## src/rtl/alu_share_arb.sv

```systemverilog
`default_nettype none
// ============================================================================
// Module   : alu_share_arb
// Purpose  : Shares one 16-bit combinational ALU between two requesters with
//            round-robin arbitration. The granted requester's operands and
//            opcode drive the ALU in the grant cycle, and the ALU result and
//            flags are captured into a one-entry valid/ready output register
//            tagged with the requester id. Illegal opcodes are accepted but
//            trapped: the ALU sees a defined opcode and the response carries
//            a fixed result with an error bit.
// Ports    : clk, rst_n                  - clock, async active-low reset
//            req_valid/req_ready [1:0]   - per-requester handshake
//            req{0,1}_a/_b/_op           - requester operands and opcode
//            alu_a/alu_b/alu_sigs        - to the shared ALU (0 when idle)
//            alu_d, alu_vl/vh/z/n        - from the shared ALU
//            rsp_valid/rsp_ready         - response handshake
//            rsp_id/data/flags/err       - registered response
//            busy_cnt                    - saturating stall-cycle counter
// Revision : 1.0 - initial release
// ============================================================================
module alu_share_arb #(
    parameter int W   = 16,
    parameter int OPW = 4
) (
    input  logic           clk,
    input  logic           rst_n,
    input  logic [1:0]     req_valid,
    output logic [1:0]     req_ready,
    input  logic [W-1:0]   req0_a,
    input  logic [W-1:0]   req0_b,
    input  logic [OPW-1:0] req0_op,
    input  logic [W-1:0]   req1_a,
    input  logic [W-1:0]   req1_b,
    input  logic [OPW-1:0] req1_op,
    output logic [W-1:0]   alu_a,
    output logic [W-1:0]   alu_b,
    output logic [OPW-1:0] alu_sigs,
    input  logic [W-1:0]   alu_d,
    input  logic           alu_vl,
    input  logic           alu_vh,
    input  logic           alu_z,
    input  logic           alu_n,
    output logic           rsp_valid,
    input  logic           rsp_ready,
    output logic           rsp_id,
    output logic [W-1:0]   rsp_data,
    output logic [3:0]     rsp_flags,
    output logic           rsp_err,
    output logic [7:0]     busy_cnt
);

    localparam logic [OPW-1:0] c_op_xor    = OPW'(4'b0000);
    localparam logic [OPW-1:0] c_op_add    = OPW'(4'b0100);
    localparam logic [OPW-1:0] c_op_sub    = OPW'(4'b0101);
    localparam logic [OPW-1:0] c_op_paddsb = OPW'(4'b0110);
    localparam logic [OPW-1:0] c_op_nand   = OPW'(4'b1000);

    // Trapped result: zero data with only the Z flag set.
    localparam logic [3:0]     c_err_flags = 4'b0001;

    function automatic logic is_legal(input logic [OPW-1:0] op);
        return (op == c_op_xor) || (op == c_op_add) || (op == c_op_sub) ||
               (op == c_op_paddsb) || (op == c_op_nand);
    endfunction

    logic           r_rsp_valid;
    logic           r_rsp_id;
    logic [W-1:0]   r_rsp_data;
    logic [3:0]     r_rsp_flags;
    logic           r_rsp_err;
    logic [7:0]     r_busy_cnt;
    logic           r_ptr;          // requester that wins a tie

    logic           w_can_accept;
    logic           w_gnt;
    logic           w_gnt_id;
    logic           w_legal;
    logic [W-1:0]   w_a;
    logic [W-1:0]   w_b;
    logic [OPW-1:0] w_op;

    always_comb begin
        // A refill may coincide with the drain of the held result.
        w_can_accept = !r_rsp_valid || rsp_ready;
        w_gnt        = 1'b0;
        w_gnt_id     = 1'b0;
        // rst_n gates the grant so req_ready is low for the whole reset pulse,
        // including the part of the cycle before the next clock edge.
        if (rst_n && w_can_accept) begin
            if (req_valid == 2'b11) begin
                w_gnt    = 1'b1;
                w_gnt_id = r_ptr;
            end else if (req_valid[0]) begin
                w_gnt    = 1'b1;
            end else if (req_valid[1]) begin
                w_gnt    = 1'b1;
                w_gnt_id = 1'b1;
            end
        end
        w_a     = w_gnt_id ? req1_a  : req0_a;
        w_b     = w_gnt_id ? req1_b  : req0_b;
        w_op    = w_gnt_id ? req1_op : req0_op;
        w_legal = is_legal(w_op);
    end

    assign req_ready = {w_gnt & w_gnt_id, w_gnt & ~w_gnt_id};
    assign alu_a     = w_gnt ? w_a : '0;
    assign alu_b     = w_gnt ? w_b : '0;
    // Illegal codes are replaced by xor so the ALU input is always defined.
    assign alu_sigs  = (w_gnt && w_legal) ? w_op : c_op_xor;

    always_ff @(posedge clk or negedge rst_n) begin
        if (!rst_n) begin
            r_rsp_valid <= 1'b0;
            r_rsp_id    <= 1'b0;
            r_rsp_data  <= '0;
            r_rsp_flags <= 4'b0000;
            r_rsp_err   <= 1'b0;
            r_busy_cnt  <= 8'h00;
            r_ptr       <= 1'b0;
        end else begin
            if (w_gnt) begin
                r_rsp_valid <= 1'b1;
                r_rsp_id    <= w_gnt_id;
                r_ptr       <= ~w_gnt_id;
                if (w_legal) begin
                    r_rsp_data  <= alu_d;
                    r_rsp_flags <= {alu_vh, alu_vl, alu_n, alu_z};
                    r_rsp_err   <= 1'b0;
                end else begin
                    r_rsp_data  <= '0;
                    r_rsp_flags <= c_err_flags;
                    r_rsp_err   <= 1'b1;
                end
            end else if (r_rsp_valid && rsp_ready) begin
                r_rsp_valid <= 1'b0;
            end

            if ((|req_valid) && !w_gnt && (r_busy_cnt != 8'hFF)) begin
                r_busy_cnt <= r_busy_cnt + 8'd1;
            end
        end
    end

    assign rsp_valid = r_rsp_valid;
    assign rsp_id    = r_rsp_id;
    assign rsp_data  = r_rsp_data;
    assign rsp_flags = r_rsp_flags;
    assign rsp_err   = r_rsp_err;
    assign busy_cnt  = r_busy_cnt;

endmodule
`default_nettype wire
```

## config.mk

```make
export PLATFORM = sky130hd
export DESIGN_NAME = alu_share_arb
export DESIGN_NICKNAME = d
export VERILOG_FILES = /design/src/rtl/alu_share_arb.sv
export SDC_FILE = /design/constraint.sdc
export NUM_CORES = 1
export LEC_CHECK = 0
export ABC_AREA = 1
export CORE_ASPECT_RATIO = 1.1
export CORE_UTILIZATION = 30
export CTS_BUF_LIST = sky130_fd_sc_hd__clkbuf_4
export DETAILED_ROUTE_END_ITERATION = 8
export PLACE_DENSITY = 0.83
export SLEW_MARGIN = 20
export SYNTH_ARGS = -nofsm -noshare
export SYNTH_HDL_FRONTEND = slang
export SYNTH_SLANG_ARGS = --single-unit
```

## constraint.sdc

```tcl
create_clock -name clk -period 3.17 [get_ports clk]
set_input_delay 0.317 -clock clk [delete_from_list [all_inputs] [get_ports clk]]
set_output_delay 0.317 -clock clk [all_outputs]
set_load 0.05 [all_outputs]
```

Yosys cells after proc, flatten, opt, wreduce, memory -nomap -nowiden
Cells that the tools add are included.
Widths: inputs -> output; s select.
{"block": "word_totals", "romBits": 0, "ram_bits": 0, "out_inout_bits": 69, "register_bits": 32, "word_cells": 50, "latchBits": 0, "in_bits": 97, "n_memories": 0}
{"block": "op_classes", "multipliers": 0, "shift": 0, "muxes": 18, "add_sub_neg": 1, "reduce_logical": 15, "n_div": 0, "n_bitwise": 3, "n_lt_le_gt_ge": 0, "eq_ne": 6}
{"op": "$mux 16", "count": 5}
{"op": "$eq 4x3->1 const B", "count": 3}
{"op": "$mux 4", "count": 3}
{"op": "$mux 1", "count": 10}
{"op": "$add 8x1->8 const B", "count": 1}
{"op": "$ne 8x8->1 const B", "count": 1}
{"op": "$logic_and 1x1->1", "count": 5}
{"op": "$logic_or 1x1->1", "count": 5}
{"op": "$eq 4x4->1 const B", "count": 1}
{"op": "$logic_not 4->1", "count": 1}
{"op": "$and 1x1->1", "count": 2}
{"op": "$eq 2x2->1 const B", "count": 1}
{"op": "$logic_not 1->1", "count": 2}
{"op": "$reduce_bool 2->1", "count": 1}
{"op": "$reduce_or 2->1", "count": 1}
{"op": "$not 1->1", "count": 1}

Longest topological paths before layout
Gate-level depths: netlist of run 1.
{"block": "logic_depth", "depth_word": 12, "ltp_mapped": 12}

Worst setup path after synthesis of run 1
OpenSTA, ideal clock, no wires.
{"block": "synth_timing", "path_type": "register to output", "from": "register r_rsp_valid, in the netlist rsp_valid", "to": "output alu_sigs[3]", "arrival_ns": 2.246, "t_required_ns": 2.853, "stages_incl_launch_ff": 9, "n_path_buf": 1, "slack_ns": 0.607, "cell_sequence": "dfrtp_1 > a21boi_4 > nand2_1 > buf_6 > nand2_1 > nand2_2 > a21oi_4 > nand2_1 > a21oi_1"}
{"block": "synth_via", "elab_chain_len": 12, "elab_cells_between_ends": 17, "classes_between": "eq/ne: 4; mux: 4; reduce/logical: 9"}
{"element": "start, declared", "line_no": "66", "source": "logic r_rsp_valid;"}
{"element": "start signal, assigned", "line_no": "114", "source": "r_rsp_valid <= 1'b0;"}
{"element": "start signal, assigned", "line_no": "123", "source": "r_rsp_valid <= 1'b1;"}
{"element": "start signal, assigned", "line_no": "136", "source": "r_rsp_valid <= 1'b0;"}
{"element": "$logic_not 1->1 *", "line_no": "84", "source": "w_can_accept = !r_rsp_valid || rsp_ready;"}
{"element": "$logic_or 1x1->1 *", "line_no": "84"}
{"element": "$logic_and 1x1->1 *", "line_no": "89", "source": "if (rst_n && w_can_accept) begin"}
{"element": "$mux 1", "line_no": "89"}
{"element": "$mux 4", "line_no": "102", "source": "w_op = w_gnt_id ? req1_op : req0_op;"}
{"element": "$eq 4x3->1 / $logic_not 4->1 (equally long branches)", "line_no": "62", "source": "return (op == c_op_xor) || (op == c_op_add) || (op == c_op_sub) ||"}
{"element": "$logic_or 1x1->1 (3 in series)", "line_no": "62"}
{"element": "$logic_or 1x1->1", "line_no": "63", "source": "(op == c_op_paddsb) || (op == c_op_nand);"}
{"element": "$logic_and 1x1->1", "line_no": "110", "source": "assign alu_sigs = (w_gnt && w_legal) ? w_op : c_op_xor;"}
{"element": "$mux 4 *", "line_no": "110"}
{"element": "end, declared", "line_no": "37", "source": "output logic [OPW-1:0] alu_sigs,"}
Every way passes the cells marked *; elsewhere a longest branch is shown, timed or not.

Worst setup path after layout of run 1
{"block": "layout_timing", "from": "input req_valid[1]", "to": "output alu_sigs[0]"}
{"block": "layout_via", "elab_chain_len": 12, "elab_cells_between_ends": 20, "classes_between": "eq/ne: 5; mux: 9; reduce/logical: 6"}
{"element": "start, declared", "line_no": "27", "source": "input logic [1:0] req_valid,"}
{"element": "$mux 1", "line_no": "95", "source": "end else if (req_valid[1]) begin"}
{"element": "$mux 1", "line_no": "93", "source": "end else if (req_valid[0]) begin"}
{"element": "$mux 1", "line_no": "90", "source": "if (req_valid == 2'b11) begin"}
{"element": "$mux 1", "line_no": "89"}
{"element": "$mux 4", "line_no": "102"}
{"element": "$eq 4x3->1 / $logic_not 4->1 (equally long branches)", "line_no": "62"}
{"element": "$logic_or 1x1->1 (3 in series)", "line_no": "62"}
{"element": "$logic_or 1x1->1", "line_no": "63"}
{"element": "$logic_and 1x1->1", "line_no": "110"}
{"element": "$mux 4 *", "line_no": "110"}
Marks and branches as above.

==> metrics list, run 1 <==
- Sequential fraction of the synthesis area: 0.4333
- Share of post-route cells with drive strength above 1: 0.1542
- In this run, post-CTS hold repair placed 0 buffers.
- The most numerous cell type found on the critical path is sky130_fd_sc_hd__nand2_1.
- Critical path's largest stage delay: about 470 ps
- Proportion of total power due to net switching: 0.4403
* Synth-to-layout area growth: 117.4%
- Summed over all nets, the half-perimeter wirelength after detailed placement is 6.059 mm.
- Antenna Diode Count: 0
- Detailed-route DRC error count: 0
* Die Area: 6478 µm²
- Required time reported for the critical path endpoint: 2850 ps
- After clock tree synthesis, the repair step resized 0 gates.
- Setup repair after global routing left no endpoint under its margin.
- Clock-pin slew was measured on the worst setup and hold paths at approximately 110 ps.
- Post-synthesis instance total: 224
- CTS placed an instance of sky130_fd_sc_hd__clkbuf_4 at the clock tree root.
* Via count of the first global-routing pass: 2,218
- Post-CTS timing repair inserted 0 buffers for setup.
* Level count of the clock H-tree: 2
- Final Hold Fails: 0
- The worst register-to-register path has a depth of 9.
- GRT Resource Usage Total: 0.2294
- Leakage power: 1.853 nW
* Top library cells by usage in the layout, fill and taps aside: sky130_fd_sc_hd__clkdlybuf4s50_1 (127), sky130_fd_sc_hd__nand2_1 (72), sky130_fd_sc_hd__buf_12 (38), sky130_fd_sc_hd__dfrtp_1 (32), sky130_fd_sc_hd__a22o_1 (30)
* Number of violations of the max-capacitance limit: 0
- Final setup violation count: 0
- Synthesis inferred 32 register bits.
* Routability congestion estimate: roughly 0.85
- Critical path start-end classification: in2out
* Warning count from the yosys run: 0
- The detail route stage leaves a number of antenna-violating nets equal to 0.
* Clock tree from TritonCTS: yes
- Type of the worst min-delay path: in2async
- Initial Utilization: 0.3163
* Standard cell core area: 5842 µm²
- Global-route congestion overflow total: 0
- For this design the top-level I/O count stands at 166.
* Pin slew with the least headroom to its limit: 558.5 ps
- Input/output buffers: approximately 170
- The internal power of the cells totals 1.172 mW.
- Nets in the synthesized netlist: between 300 and 400
- The final-report max-slew violation count is 0.
* Fin Hold WS: 412.8 ps
* Relative max-transition margin: 0.6271
* Slowest CP cell: sky130_fd_sc_hd__clkdlybuf4s50_1
- Row generation in the floorplan step produced 29 rows.
- The share of total power dissipated in sequential elements is 0.273.
* Synthesized area: about 1800 µm²
* Worst VDD drop: between 400 and 500 µV
* Length of the first detailed-routing pass in iterations: 4
- Routed length per instance: 16.01 µm
* Crit-path cells: clkdlybuf4s50_1, inv_1, a21oi_4, nand2_1, nand2_1, nand2_1, a21oi_4, buf_4, nand3b_1, inv_1, buf_12
- The library cell used most frequently in the layout, excluding fill and tap cells, is sky130_fd_sc_hd__clkdlybuf4s50_1.
- Die width: approximately 77 µm
- The floorplan step set the die height to 84.32 µm.
* Portion of total power attributed to the clock network: 0.148
- The longest clock path from root to sink contains 2 buffers.
- The worst setup path is captured at an output port.
* Post-detailed-routing wire length: roughly 7.5 mm
- Global-route wire length before repair: 11.56 mm
- The clock drives 32 sinks.
- In the routed layout, each cell is associated on average with a via count of 4.824.
* Final Skew: between 15 and 20 ps
- After the last flow step, the layout net total stands at roughly 500.
- Worst EP arrival: 2340 ps
* Final critical path time including I/O delays and setup: around 2700 ps
- Of the total power, combinational logic draws 0.579.
* Number of distinct standard cells referenced by the synthesized netlist: 26
* Mean instance size in the synthesized netlist: 8.250 µm²
- Run status: finished, final reports clean
- For the final routed database, the setup TNS stands at 0 ps.
* Pin count of the biggest net entering global routing: 33
- Part of the cycle the worst path needs: 0.8376
* TritonCTS buffer count: 5
- The completed layout was analyzed and its total power is between 2 and 2.5 mW.
- The routed layout has 2,248 vias.
* Power density normalized to cell area: 521.2 nW/µm²
- For this design the total switching power over the nets is around 920 µW.
- Fmax achieved: approximately 380 MHz
- The clock reaches the later pin of the worst-skew pair after 320 ps.
* Sort of element at the start of the critical path: input pin
- Initial antenna violation count: 0
* Number of design-rule violations left by the first detailed-router iteration: 41
- Maximum net fanout on the critical path: 22
-- final timing paths --
kind / startpoint / end / slack [ps]
min in group clk: rsp_id / rsp_id / 480
worst max register to register: rsp_valid / rsp_flags[0] / 1260
max in group asynchronous: rst_n / r_ptr / 2460
worst min register to register: rsp_id / rsp_id / 480
worst min-delay path: rst_n / rsp_data[8] / 410
worst max-delay path: req_valid[1] / alu_sigs[0] / 510
-- critical path, delay by kind of cell --
| family | cells | cell delay (ps) |
|---|---|---|
| compound gates | 2 | 360 |
| simple gates | 4 | 620 |
| buf+inv | 5 | 1040 |
-- layout make-up --
class,count,area (µm²)
inverters,16,60.06
repair buffers,170,2069
clock buffers,6,45.04
multi-input cells,163,910.9
flip-flops and latches,32,800.8
well taps,77,96.34
fillers,456,1824
clock inverters,2,35.03
-- routing by layer --
layer | vias up | GRT usage | wire (µm)
met5 | - | 0 | 0
met4 | 0 | 0.06818 | 182
met3 | 14 | 0.08043 | 786
met2 | 124 | 0.4269 | 3849
met1 | 1032 | 0.2400 | 2644
li1 | 1078 | - | -
-- sequential cells by signal, indices dropped and copies added, names as in the netlist --
name       cells
rsp_flags      4
busy_cnt       8
r_ptr          1
rsp_valid      1
rsp_err        1
rsp_data      16
rsp_id         1
-- cell families (layout without fill, tap and decap cells) --
family                     count (synthesis)  count (layout)  share of synthesized area
AOI/OAI and AO/OA                         39              39                     0.1882
xor gates and xnor gates                   7               7                    0.03318
adders and majority gates                  1               1                   0.006769
buffers and inverters                     29             194                    0.07380
DFF                                       32              32                     0.4333
and+or+nand+nor                          116             116                     0.2647
-- Yosys cell counts, drive strengths merged --
| master | number | area share |
|---|---|---|
| clkbuf | 4 | 0.0081 |
| nor3 | 1 | 0.0027 |
| xnor2 | 4 | 0.019 |
| a2bb2oi | 1 | 0.0047 |
| nand3b | 2 | 0.0081 |
| clkinv | 1 | 0.0020 |
| nand4 | 1 | 0.0034 |
| a21boi | 1 | 0.010 |
| dfrtp | 32 | 0.43 |
| buf | 9 | 0.033 |
| nand3 | 26 | 0.070 |
| o21ai | 4 | 0.011 |
| nor2 | 10 | 0.020 |
| or2 | 1 | 0.0034 |
| ha | 1 | 0.0068 |
| a21oi | 3 | 0.020 |
| a22o | 30 | 0.14 |
| inv | 15 | 0.030 |
| nand2 | 75 | 0.16 |
| xor2 | 3 | 0.014 |
-- stage by stage --
| stage | util | setup slack, ps | cell area, µm² | cells |
|---|---|---|---|---|
| final | 0.6877 | 514.9 | 4018 | 466 |
| after global routing | 0.6877 | 346.1 | 4018 | 466 |
| after CTS | 0.6877 | 513.4 | 4018 | 466 |
| after detailed placement | 0.6740 | 520.4 | 3938 | 458 |
| after global placement | 0.6740 | 578.2 | 3938 | 458 |
| after floorplan | - | 606.9 | 1848 | 224 |
-- power by group through the flow --
stage	combinational, mW	sequential [mW]	clock, mW
after global routing	1.27	0.583	0.339
after detailed placement	1.22	0.577	0
after floorplan	0.380	0.867	0
after global placement	1.20	0.575	0
final	1.21	0.572	0.311
after CTS	1.22	0.572	0.319
No activity file was read; power rests on OpenSTA's default activity.
==> inputs of run 2 (changes only) <==
clock period = 2.62 ns   (was 3.17 ns; I/O delays follow)
==> run 2 against run 1 <==
Compared with the run above: clock skew is 11 ps lower; non-clock buffer count is 1 higher; register-to-register slack worse by 460 ps; worst hold slack worse by 63 ps; clock power is 14% lower; critical path depth is 4 lower; die area stayed put; power is 16% higher; final area hardly changed.
==> metrics list, run 2 (synthesis gave the netlist of run 1 again) <==
- The HPWL after detailed placement is between 6 and 7 mm.
- TritonCTS built the clock tree.
- The path class of the tightest hold or removal check is in2async.
- The number of antenna violations at the first check in global routing came to 0.
- Worst Slack Setup Final: 219.8 ps
- Global-route congestion overflow total: 0
- The register with the most flip-flops in the layout has 16 of them.
- Routed length per instance: 16.22 µm
* Routability congestion estimate: 0.8551
* Pin count of the biggest net entering global routing: 33
* Global-route wire length before repair: 11.74 mm
* Final critical path time including I/O delays and setup: 2400 ps
- Using the TritonRoute via totals, the vias-per-cell ratio works out to 4.861.
* Leakage power: between 1.5 and 2 nW
- In this run the number of H-tree levels came out at 2.
- During I/O placement, the number of pins put on the boundary was 166.
* Sort of element at the start of the critical path: flop
- VDD sags by at most 686.6 µV.
* Number of violations of the max-capacitance limit: 0
* Final slew viol count: 0
* Power density normalized to cell area: between 600 and 700 nW/µm²
- Hold buffer count at CTS: 0
* Die width: 76.84 µm
- For this run, the total global-route usage over all layers was measured as 0.2354.
- Total via count after detailed routing: 2,265
- Buffer cell driving the clock tree root: sky130_fd_sc_hd__clkbuf_4
- The initial utilization of the core area, before any placement, comes to 0.3163.
* Kind of end point of the critical path: output port
- The floorplan step defined a core boundary enclosing roughly 5800 µm².
* Total number of clock tree sinks: 32
* Nets@finish: 487
* Clock Tree Buf Depth: 2
- Length of the first detailed-routing pass in iterations: 4
- In this run the vertical extent of the chip is 84.32 µm.
* Top library cells by usage in the layout, fill and taps aside: sky130_fd_sc_hd__clkdlybuf4s50_1 (127), sky130_fd_sc_hd__nand2_1 (71), sky130_fd_sc_hd__buf_12 (39), sky130_fd_sc_hd__dfrtp_1 (32), sky130_fd_sc_hd__a22o_1 (30)
- From synthesis to final layout, the design area changed by 117.2%.
- Fmax achieved: 416.6 MHz
- The number of clock buffers added by TritonCTS is 5.
- After floorplanning, the core was divided into 29 placement rows.
- Critical path start-end classification: reg2out
- 0 antenna diodes ended up in the layout.
* Reg-to-reg slack, setup: around 800 ps
- Post-detailed-routing wire length: 7.558 mm
* PostCTS Resize Cnt: 0
* Clock network latency to the later pin of the worst-skew pair: 330 ps
- Setup repair after global routing left no endpoint under its margin.
- In the finished design, the share of the clock period the worst path needs comes to 0.9161.
- Via count of the first global-routing pass: 2,225
* Count of buffers added by post-CTS timing repair for setup: 0
- The flow ran to the end, and the final reports show no timing, DRC or antenna violations.
- The library cell used most frequently in the layout, excluding fill and tap cells, is sky130_fd_sc_hd__clkdlybuf4s50_1.
* Number of design-rule violations left by the first detailed-router iteration: 51
* Setup slack at placement: 130.1 ps
- Die Area: 6478 µm²
- On the final layout, the worst clock skew is roughly 4.7 ps.
- Detailed-route DRC error count: 0
- The detail route stage leaves a number of antenna-violating nets equal to 0.
- Maximum net fanout on the critical path: 31
* Final Hold Fails: 0
- Measured against its own limit, the worst slew margin works out to 0.6349.
- Input/output buffers: 165
* Final setup violation count: 0
- STA puts the critical path data required time at 2360 ps.
- Of the cells placed in the final design, the portion with a size suffix greater than 1 is 0.1568.
* Pin slew with the least headroom to its limit: between 500 and 600 ps
* Power, Total: 2.434 mW
* Worst EP arrival: 2140 ps
- For the final routed database, the setup TNS stands at 0 ps.
- Clock-pin slew was measured on the worst setup and hold paths at roughly 90 ps.
[run 2: cell types whose count changed in the layout (fill, tap and decap cells not counted), sizes merged]
cell    delta
buf        +1
bufinv     -1
[run 2: stage by stage]
step           utilization  instance area, µm²  hold slack [ps]  std cells
2_1_floorplan            -                1848           -33.59        224
3_3_place_gp        0.6774                3958            464.8        459
5_1_grt             0.6871                4014            387.7        466
6_report            0.6871                4014            349.5        466
3_5_place_dp        0.6774                3958            472.7        459
4_1_cts             0.6860                4008            356.3        466
[run 2: cell type report]
type                       count  area [µm²]
clock buffer                   6       45.04
inverter                      16       60.06
clock inverter                 1       5.005
sequential                    32       800.8
multi-input combinational    163       913.4
fill                         458        1828
timing repair buffer         171        2093
tap                           77       96.34
[run 2: path summary, 6_finish.rpt]
path                                endpoint         from  depth (start not counted)
min in group clk                rsp_data[15]    alu_d[15]                          3
worst min register to register   rsp_data[5]  rsp_data[5]                          2
worst max register to register  rsp_flags[0]    rsp_valid                          9
worst max-delay path               alu_b[14]    rsp_valid                          7
worst min-delay path            rsp_data[14]        rst_n                          2
max in group asynchronous       rsp_flags[1]        rst_n                          2
[run 2: critical path, cell delays in order, from the launching register on]
cell and delay, ps:
sky130_fd_sc_hd__dfrtp_1 440, sky130_fd_sc_hd__a21boi_4 250, sky130_fd_sc_hd__nand2_2 70, sky130_fd_sc_hd__inv_1 90, sky130_fd_sc_hd__nand2_1 80, sky130_fd_sc_hd__inv_2 420, sky130_fd_sc_hd__a22o_1 290, sky130_fd_sc_hd__buf_12 160
[run 2: routing by layer]
metal  up-vias  GRT usage  share of wire
li1       1079          -              -
met1      1055     0.2495           0.36
met2       113     0.4213           0.51
met5         -          0              0
met4         0    0.09790          0.032
met3        18    0.08261          0.097
[run 2: where the power goes]
part,switching [mW],internal (mW)
sequential,0.0898,0.600
clock,0.160,0.109
combinational,0.861,0.614
==> inputs of run 3 (changes only) <==
ABC_AREA = unset   (was 1)
CORE_MARGIN = 1   (was unset)
CORE_UTILIZATION = 34   (was 30)
PLACE_DENSITY = 0.89   (was 0.83)
==> run 3 against run 2 <==
Compared with the run above: final area is 5.6% higher; maximum frequency is 0.16% higher; critical path depth stayed put; via count is 3.4% higher; sequential share of layout area is 1.1 points lower; count of clock-buffer cells in the layout stayed put; combinational power hardly changed; critical endpoint is now alu_b[10]; die area is 3.4% lower.
==> metrics list, run 3 <==
* Level count of the clock H-tree: 2
- Sorting the synthesized cells by area gives the leading types as sky130_fd_sc_hd__dfrtp_1 (40%), sky130_fd_sc_hd__a22o_1 (13%), sky130_fd_sc_hd__o31ai_2 (12%).
- Final Hold Fails: 0
* Post-synthesis instance total: 202
- Setup slack at placement: 304.6 ps
- For the final routed database, the setup TNS stands at 0 ps.
- For this run, the share of the core covered by cells in the final layout is 0.7394.
- For this run, the top clock speed supported by timing is 417.3 MHz.
- Unrepaired setup endpoints after global routing: no
- Clock transition time at the flip-flop clock pins of the worst setup and hold paths: 100 ps
* Pin count of the biggest net entering global routing: 32
- The largest total area in the synthesized netlist belongs to sky130_fd_sc_hd__dfrtp_1.
* Floorplan die height: 82.86 µm
- Number of enable-type register cells in the synthesized netlist: 0
- Data on the critical path arrives at its endpoint at 2130 ps.
- The flow ran to the end, and the final reports show no timing, DRC or antenna violations.
- A synthesized cell averages 10.00 µm².
- Kind of end point of the critical path: output port
* Worst setup startpoint: rst_n
* Top cells by count, synth: sky130_fd_sc_hd__nand2_1 (48), sky130_fd_sc_hd__dfrtp_1 (32), sky130_fd_sc_hd__a22o_1 (30), sky130_fd_sc_hd__o31ai_2 (19), sky130_fd_sc_hd__xnor2_1 (6)
- The multi-input combinational cells in the finished layout cover a total of 1131 µm².
- Critical path start-end classification: in2out
* Worst R2R Start: busy_cnt[0]
- Initial antenna violation count: 1
* Input/output buffers: 165
- Final slew viol count: 0
- I/O pin count: 166
* Remaining antenna violation count after routing: 0
- In this run the deepest clock path goes through 2 buffers.
- Worst VDD drop: 380.8 µV
- Required time reported for the critical path endpoint: 2360 ps
* Detailed-route DRC error count: 0
* Power density normalized to cell area: just over 600 nW/µm²
* Final critical path time including I/O delays and setup: 2396 ps
- Routability congestion estimate: between 0.8 and 0.9
* Sort of element at the start of the critical path: input pin
- The number of nets handed over by synthesis was 300.
- Yosys mapped the design onto 36 distinct sky130hd cell types.
* Nets@finish: 466
- Of the post-synthesis cell area, the dominant cell type holds 0.3963.
- Of the available clock period, the critical path in the final layout requires 0.9147.
- Worst Slack Setup Final: between 200 and 250 ps
- Antenna Diode Count: 0
- The clock reaches the later pin of the worst-skew pair after 330 ps.
- The cell sitting at the root of the clock tree is a sky130_fd_sc_hd__clkbuf_4.
- In the final layout, flip-flops and latches occupy 800.8 µm².
* Most numerous cell in the Yosys netlist: sky130_fd_sc_hd__nand2_1
- In this run the tightest slew margin relative to its limit is 0.6138.
- Summed over all layers, the routed wires come to 7.711 mm.
- Count of buffers added by post-CTS timing repair for setup: 0
* Sequential fraction of the synthesis area: 0.3963
* FP Rows: 29
* Number of design-rule violations left by the first detailed-router iteration: 91
* Clock tree from TritonCTS: yes
- The placed instances occupy a cell area of 4146 µm².
- Share of post-route cells with drive strength above 1: 0.2385
* TritonCTS buffer count: 5
- Summed over all cells, the static leakage comes to 1.742 nW.
- Async SR Flop Fraction: 1.000
- Synthesized area: 2021 µm²
- For this run, the total global-route usage over all layers was measured as 0.2586.
* Final Skew: 8.698 ps
- Summing all non-filler instances in the final layout gives an area of 4239 µm².
- Detailed placement ended at an HPWL of 6.405 mm.
- Leaving out fill and tap cells, the most frequent cells in the layout are sky130_fd_sc_hd__clkdlybuf4s50_1 (126), sky130_fd_sc_hd__nand2_1 (48), sky130_fd_sc_hd__buf_12 (39), sky130_fd_sc_hd__dfrtp_1 (32), sky130_fd_sc_hd__a22o_1 (30).
* Standard cell core area: 5733 µm²
* Die width: 75.51 µm
* Pin slew with the least headroom to its limit: 579.3 ps
* Maximum net fanout on the critical path: 19
* Warning count from the yosys run: 0
* Fill cell instance count of the final layout: 439
- For this design, the sink count on the clock tree is 32.
* Via count of the first global-routing pass: between 2,000 and 3,000
* Synth-to-layout area growth: 109.8%
* Routed length per instance: 17.29 µm
- The initial utilization of the core area, before any placement, comes to 0.3525.
- Total via count after detailed routing: 2,342
- The worst hold path belongs to the class in2async.
* Vias per cell: between 5 and 6
- The die covers 6256 µm².
- Global-route congestion overflow total: 0
- The first global-routing pass estimated 12.15 mm of wire.
- Most common cell after layout, fill and taps aside: sky130_fd_sc_hd__clkdlybuf4s50_1
- Synthesis inferred 32 register bits.
- Predominant post-synthesis flop cell: sky130_fd_sc_hd__dfrtp_1
* Length of the first detailed-routing pass in iterations: 4
- Number of flip-flops in the largest register: 16
- Final setup violation count: 0
* Number of violations of the max-capacitance limit: 0
-- run 3: path summary, 6_finish.rpt --
path | end | cells past startpoint | slack [ps]
max | alu_b[10] | 7 | 220
min | rsp_data[4] | 2 | 380
max reg2reg | busy_cnt[1] | 4 | 720
min reg2reg | rsp_data[13] | 2 | 500
max in group asynchronous | rsp_data[15] | 3 | 1710
min in group clk | rsp_data[3] | 3 | 480
-- run 3: logic make-up (layout without fill, tap and decap cells) --
logic type | count (synthesis) | after routing | synth area share
xor gates and xnor gates | 7 | 7 | 0.03034
and+or+nand+nor | 79 | 79 | 0.1926
muxes | 3 | 3 | 0.01795
AOI/OAI and AO/OA | 59 | 59 | 0.2916
DFF | 32 | 32 | 0.3963
adders and majority gates | 3 | 3 | 0.01610
buffers and inverters | 19 | 186 | 0.05510
-- run 3: power breakdown --
part | total, mW | leakage (nW) | internal [mW] | switching, mW
Clock | 0.373 | 0.0456 | 0.210 | 0.162
Combinational | 1.49 | 1.29 | 0.635 | 0.856
Sequential | 0.698 | 0.408 | 0.598 | 0.0996
-- run 3: metrics by stage --
step | instances | power, mW | hold slack, ps
3_5_place_dp | 437 | 2.203 | 219.6
3_3_place_gp | 437 | 2.163 | 212.4
5_1_grt | 446 | 2.678 | 393.4
4_1_cts | 446 | 2.581 | 407.4
6_report | 446 | 2.562 | 379.2
2_1_floorplan | 202 | 1.526 | -33.59
-- run 3: critical path, cell delays in order --
cell and delay [ps]:
sky130_fd_sc_hd__dlygate4sd3_1 530, sky130_fd_sc_hd__clkbuf_4 300, sky130_fd_sc_hd__nand4_4 220, sky130_fd_sc_hd__inv_2 180
sky130_fd_sc_hd__buf_4 250, sky130_fd_sc_hd__a22o_1 230, sky130_fd_sc_hd__buf_12 150
-- run 3: layout make-up --
cell class | count | area share
Clock buffer | 6 | 0.01063
Clock inverter | 2 | 0.008264
Inverter | 3 | 0.002656
Multi-Input combinational cell | 151 | 0.2668
Sequential cell | 32 | 0.1889
Tap cell | 77 | 0.02273
Timing Repair Buffer | 175 | 0.5000
-- run 3: what timing repair did --
action	CTS	global route
endpoints found under the setup margin	0	32
gates resized for setup	0	1
hold endpoints to repair	13	0
hold buffers	1	0
-- run 3: layer usage --
layer | routed length [µm] | vias up | track usage
met5 | 11 | - | 0
met4 | 301 | 2 | 0.1111
met3 | 758 | 24 | 0.09102
met2 | 4106 | 125 | 0.4854
met1 | 2533 | 1108 | 0.2389
li1 | - | 1083 | -
